File: src/rtl/rotor_3_reverse.sv
// rtl/rotor_3_reverse.sv - Enigma rotor 3 return path: inverse substitution with stepping position.
// One registered output stage behind a valid/ready handshake; carry pulses on the 25->0 wrap.
module rotor_3_reverse #(
  parameter int                 CHAR_W  = 8,
  parameter int                 ALPHA   = 26,
  parameter logic [CHAR_W-1:0]  UNKNOWN = 8'h3F
) (
  input  logic              signal,
  input  logic              rst,
  input  logic              in_valid,
  output logic              in_ready,
  input  logic [CHAR_W-1:0] in_char,
  input  logic              load,
  input  logic [4:0]        start_pos,
  input  logic              step_en,
  output logic              out_valid,
  input  logic              out_ready,
  output logic [CHAR_W-1:0] out_char,
  output logic [4:0]        pos,
  output logic              carry_out
);

  localparam logic [CHAR_W-1:0] UP_A    = CHAR_W'(8'h41);
  localparam logic [CHAR_W-1:0] UP_Z    = CHAR_W'(8'h5A);
  localparam logic [CHAR_W-1:0] LO_A    = CHAR_W'(8'h61);
  localparam logic [CHAR_W-1:0] LO_Z    = CHAR_W'(8'h7A);
  localparam logic signed [5:0] ALPHA_S = 6'(ALPHA);
  localparam logic [4:0]        POS_MAX = 5'(ALPHA - 1);

  logic              out_valid_q, out_valid_d;
  logic [CHAR_W-1:0] out_char_q, out_char_d;
  logic [4:0]        pos_q, pos_d;
  logic              carry_q, carry_d;

  logic              accept;
  logic              is_upper, is_lower;
  logic [4:0]        letter_idx;
  logic signed [5:0] diff_raw, diff_mod, shift_raw;
  logic [4:0]        sub_idx;
  logic [CHAR_W-1:0] sub_char;

  always_comb begin
    in_ready = !out_valid_q || out_ready;
    accept   = in_valid && in_ready;

    is_upper = (in_char >= UP_A) && (in_char <= UP_Z);
    is_lower = (in_char >= LO_A) && (in_char <= LO_Z);
    // 'A' and 'a' both have low five bits 00001, so one subtract serves both cases.
    letter_idx = in_char[4:0] - 5'd1;

    // (j - p) first, folded into 0..25, then the fixed 1/2 offset folded again.
    diff_raw  = $signed({1'b0, letter_idx}) - $signed({1'b0, pos_q});
    diff_mod  = (diff_raw < 0) ? diff_raw + ALPHA_S : diff_raw;
    shift_raw = diff_mod - (is_upper ? 6'sd2 : 6'sd1);
    sub_idx   = (shift_raw < 0) ? 5'(shift_raw + ALPHA_S) : 5'(shift_raw);

    if (is_lower) begin
      sub_char = UP_A + CHAR_W'(sub_idx);
    end else if (is_upper) begin
      sub_char = LO_A + CHAR_W'(sub_idx);
    end else begin
      sub_char = UNKNOWN;
    end
  end

  always_comb begin
    out_valid_d = out_valid_q;
    out_char_d  = out_char_q;
    pos_d       = pos_q;
    carry_d     = 1'b0;

    if (accept) begin
      out_valid_d = 1'b1;
      out_char_d  = sub_char;
    end else if (out_ready) begin
      out_valid_d = 1'b0;
    end

    // Load wins over stepping; the accepted character above already used the old pos.
    if (load) begin
      pos_d = (start_pos > POS_MAX) ? 5'd0 : start_pos;
    end else if (accept && step_en) begin
      if (pos_q == POS_MAX) begin
        pos_d   = 5'd0;
        carry_d = 1'b1;
      end else begin
        pos_d = pos_q + 5'd1;
      end
    end
  end

  always_ff @(posedge signal) begin
    if (rst) begin
      out_valid_q <= 1'b0;
      out_char_q  <= '0;
      pos_q       <= 5'd0;
      carry_q     <= 1'b0;
    end else begin
      out_valid_q <= out_valid_d;
      out_char_q  <= out_char_d;
      pos_q       <= pos_d;
      carry_q     <= carry_d;
    end
  end

  assign out_valid = out_valid_q;
  assign out_char  = out_char_q;
  assign pos       = pos_q;
  assign carry_out = carry_q;

endmodule

File: config.mk
export PLATFORM = sky130hd
export DESIGN_NAME = rotor_3_reverse
export DESIGN_NICKNAME = d
export VERILOG_FILES = /design/src/rtl/rotor_3_reverse.sv
export SDC_FILE = /design/constraint.sdc
export NUM_CORES = 1
export LEC_CHECK = 0
export ABC_AREA = 1
export BUFFER_PORTS_ARGS = -buffer_cell sky130_fd_sc_hd__buf_4
export CAP_MARGIN = 20
export CORE_ASPECT_RATIO = 1.1
export CORE_MARGIN = 2
export CORE_UTILIZATION = 45
export DETAILED_ROUTE_END_ITERATION = 10
export PLACE_DENSITY = 0.71
export SLEW_MARGIN = 20
export SYNTH_ARGS = -nofsm -noshare
export SYNTH_HDL_FRONTEND = slang
export SYNTH_SLANG_ARGS = --single-unit
File: constraint.sdc
create_clock -name signal -period 3.75 [get_ports signal]
set_clock_uncertainty 0.15 [all_clocks]
set_input_delay 0.75 -clock signal [delete_from_list [all_inputs] [get_ports signal]]
set_output_delay 0.75 -clock signal [all_outputs]
set_load 0.01 [all_outputs]
==> impl_metrics.xml <==
<?xml version="1.0" encoding="UTF-8"?>
<metrics>
  <group name="run">
    <metric name="drv_cap" unit="">0</metric>
  </group>
  <group name="critical_path">
    <metric name="arrival_time_at_the_worst_endpoint" unit="ns">3.81</metric>
    <metric name="critPathLaunch" unit="">in_char[0]</metric>
    <metric name="r2r-start" unit="">pos[1]$_SDFFE_PP0P_</metric>
    <metric name="worst-endpoint-required" unit="ns">3.79</metric>
    <metric name="worstSetupStartpointType" unit="">input pin</metric>
    <metric name="critPathKind" unit="">in2reg</metric>
    <metric name="worstSetupEndpointType" unit="">flip-flop</metric>
    <metric name="cp_max_fo" unit="">3</metric>
  </group>
  <group name="clock_network">
    <metric name="cts_tree" unit="">built</metric>
    <metric name="ctsLongestPathBuffers" unit="">2</metric>
    <metric name="h_tree_levels" unit="">1</metric>
    <metric name="holdBufCountCts" unit="">0</metric>
    <metric name="insertion_delay" unit="ns">0.29</metric>
    <metric name="clkSinkCount" unit="">15</metric>
    <metric name="clk_root_buffer_cell" unit="">clkbuf_4</metric>
    <metric name="clk_pin_slew_worst_paths" unit="ns">0.09</metric>
    <metric name="cts_buffers" unit="">3</metric>
  </group>
  <group name="logic_synthesis">
    <metric name="synth-compound-area-share" unit="">0.1242</metric>
    <metric name="synth_area_leader_cell" unit="">dfxtp_1</metric>
    <metric name="synth_enable_flop_cells" unit="">0</metric>
    <metric name="syn_nets" unit="">284</metric>
    <metric name="synth_cell_type_count" unit="">35</metric>
    <metric name="postSynthAreaPerCell" unit="um2">6.606</metric>
    <metric name="muxShareOfSynthArea" unit="">0</metric>
    <metric name="synth_top_family_by_area" unit="">simple AND/OR/NAND/NOR gates</metric>
    <metric name="number_of_flip_flops_and_latches_in_the_synthesized_netlist" unit="">15</metric>
    <metric name="ys_warn_count" unit="">0</metric>
    <metric name="synthDominantCellAreaShare" unit="">0.1840</metric>
    <metric name="synth_adder_area_share" unit="">0.1472</metric>
    <metric name="asr_flop_ratio_synth" unit="">0</metric>
    <metric name="synth-xor-area-share" unit="">0.05291</metric>
    <metric name="part_of_the_yosys_area_used_for_sequential_elements" unit="">0.1840</metric>
    <metric name="ys_top_cells_by_area" unit="">dfxtp_1, ha_1, nand2_1, inv_1, nand3_1</metric>
    <metric name="netlist_instances" unit="">247</metric>
    <metric name="synth_area" unit="um2">1632</metric>
    <metric name="area_share_of_and_or_nand_nor_cells_after_synthesis" unit="">0.3765</metric>
    <metric name="synth-main-ff-cell" unit="">dfxtp_1</metric>
  </group>
  <group name="final_layout">
    <metric name="finalNetCount" unit="">354</metric>
    <metric name="most_common_cell_after_layout_fill_and_taps_aside" unit="">buf_4</metric>
    <metric name="insertedDiodeCount" unit="">0</metric>
    <metric name="final_core_util" unit="">0.6774</metric>
    <metric name="syn_to_final_growth" unit="%">41.72</metric>
    <metric name="drive_above_1_share" unit="">0.3703</metric>
    <metric name="layout_common_cells" unit="">buf_4, nand2_1, inv_1</metric>
    <metric name="area_of_the_multi_input_gates" unit="um2">1209</metric>
    <metric name="fillers" unit="">322</metric>
    <metric name="sequential_cell_area" unit="um2">300.3</metric>
  </group>
  <group name="timing">
    <metric name="slew-limit-headroom" unit="">0.7539</metric>
    <metric name="final.period_utilization" unit="">1.003</metric>
    <metric name="rsz0062_at_grt" unit="">true</metric>
    <metric name="finalHoldViolCount" unit="">0</metric>
    <metric name="timing_max_transition_violations_final" unit="">0</metric>
    <metric name="achievable_frequency" unit="GHz">0.2658</metric>
    <metric name="transition_time_of_the_tightest_slew_check_pin" unit="ns">0.3675</metric>
    <metric name="setup_ws" unit="ns">-0.01239</metric>
    <metric name="period_minus_slack" unit="ns">3.762</metric>
    <metric name="setup-tns-final" unit="ns">-0.01239</metric>
    <metric name="setup_viol" unit="">1</metric>
  </group>
  <group name="global_routing">
    <metric name="groute.layer.met2.usage" unit="">0.3630</metric>
    <metric name="global_route.overflow_total" unit="">0</metric>
    <metric name="use_met3" unit="">0.03640</metric>
    <metric name="global_route.usage.met1" unit="">0.2462</metric>
    <metric name="antenna_found_initial" unit="">0</metric>
    <metric name="pin_count_of_the_biggest_net_entering_global_routing" unit="">11</metric>
    <metric name="globalRoute.busiestLayer" unit="">met2</metric>
    <metric name="first_pass_grt_wire_length" unit="um">6486</metric>
    <metric name="grt_use_total" unit="">0.2033</metric>
    <metric name="via_count_of_the_first_global_routing_pass" unit="">1603</metric>
  </group>
  <group name="detailed_routing">
    <metric name="drc_marker_count_from_the_first_detailed_route_iteration" unit="">90</metric>
    <metric name="routed_wl" unit="um">3900</metric>
    <metric name="vias" unit="">1762</metric>
    <metric name="remaining_drc_errors" unit="">0</metric>
    <metric name="post_drt_wl_per_cell" unit="um">10.71</metric>
    <metric name="count_of_tritonroute_iterations_in_the_first_routing_pass" unit="">4</metric>
    <metric name="post_detailed_route_count_of_antenna_violating_nets" unit="">0</metric>
    <metric name="avgViaCountPerCell" unit="">4.841</metric>
  </group>
  <group name="status">
    <metric name="failed_checks" unit="">setup timing</metric>
    <metric name="run_status" unit="">finished with violations</metric>
  </group>
  <group name="die">
    <metric name="floorplan.initialDensity" unit="">0.4780</metric>
    <metric name="die-width" unit="um">61.41</metric>
    <metric name="placeable_core_area" unit="um2">3413</metric>
    <metric name="vertical_die_dimension" unit="um">67.15</metric>
    <metric name="io_pins" unit="">35</metric>
    <metric name="std_cell_rows" unit="">22</metric>
    <metric name="fp.dieArea" unit="um2">4124</metric>
  </group>
  <group name="worst_hold_path">
    <metric name="hold_path.class" unit="">reg2reg</metric>
    <metric name="hp-start" unit="">out_char[6]$_SDFFE_PP0P_</metric>
  </group>
  <group name="pwr">
    <metric name="worst_ir_drop_vdd" unit="mV">0.1560</metric>
    <metric name="p_per_area" unit="nW/um2">438.2</metric>
    <metric name="p_leak" unit="nW">1.219</metric>
  </group>
  <group name="place">
    <metric name="portBuffers" unit="">34</metric>
    <metric name="routabilityCongestion" unit="">0.7985</metric>
    <metric name="place.detailed.hpwl" unit="um">3260</metric>
  </group>
</metrics>
-- path summary, 6_finish.rpt --
kind / endpoint / slack, ns / depth (start not counted)
worst min register to register: out_char[6]$_SDFFE_PP0P_ / 0.32 / 2
worst max-delay path: out_char[4]$_SDFFE_PP0P_ / -0.01 / 25
worst max register to register: out_char[4]$_SDFFE_PP0P_ / 0.37 / 21
worst min-delay path: out_char[6]$_SDFFE_PP0P_ / 0.32 / 2
-- where the power goes --
group          switching, mW  total, mW  internal [mW]  leakage (nW)
clock network         0.0531     0.0945         0.0414        0.0150
registers             0.0121      0.185          0.173         0.124
logic                  0.408      0.733          0.325          1.08
-- synth_stat cells, drive strengths merged (2+ instances only) --
master / number
dfxtp: 15
fa: 2
ha: 16
a21oi: 10
xnor2: 2
o211ai: 2
nand3: 29
o221ai: 2
inv: 49
nand4: 3
nand2: 60
xor2: 7
o21ai: 15
nor3: 2
nand3b: 2
nor2: 23
a31oi: 3
-- state kept, by name, summed over array words and instances, names as in the netlist --
name       count
pos            5
carry_out      1
out_valid      1
out_char       8
-- worst max-delay path, stage by stage --
cell     delay [ns]
buf_12         0.11
inv_12         0.05
ha_4           0.13
nand3_2        0.06
xor2_1         0.15
ha_1           0.34
nand2_2        0.10
nor2_1         0.04
nand2_1        0.08
nand3_2        0.12
xor2_2         0.19
buf_4          0.14
fa_2           0.39
inv_2          0.07
buf_4          0.09
nand3_1        0.08
o21ai_0        0.17
nand2_1        0.10
nand3_1        0.10
nand2_2        0.08
nor2_4         0.10
nand2_1        0.09
nand2_1        0.10
a21o_1         0.12
inv_1          0.04
-- cells by family after synthesis --
group | after synthesis
simple gates | 122
buf+inv | 50
compound gates | 33
fa+ha+maj | 18
flops | 15
xor+xnor | 9
-- metal layers --
layer / vias to the layer above / wire [um]
met5: - / 0
met4: 0 / 78
met3: 6 / 134
met2: 40 / 2008
met1: 786 / 1678
li1: 930 / -
-- repair_timing --
item                                    CTS  global route
setup buffers                             3             4
endpoints found under the setup margin    2             7
pin swaps                                10            20
hold endpoints to repair                  0             0
gates cloned                              0             0
resized for setup                         0            14
-- final cells by class --
class | instances | area share
multi-input combinational | 182 | 0.5227
timing repair buffer | 65 | 0.2181
sequential | 15 | 0.1299
inverter | 50 | 0.09199
tap | 48 | 0.02597
clock buffer | 4 | 0.01136
-- through the flow --
step	hold slack, ns	instances	setup slack [ns]	power, mW	cell area, um2
finish	0.3190	364	-0.01239	1.013	2312
global route	0.3594	364	-0.1891	1.111	2312
CTS	0.3218	360	0.002725	0.9659	2242
detailed placement	0.3081	353	-0.3335	0.8548	2193
global placement	0.3078	353	-0.2715	0.8398	2193
floorplan	0.3295	247	-0.02678	0.6616	1698
No activity file was read; power rests on OpenSTA's default activity.
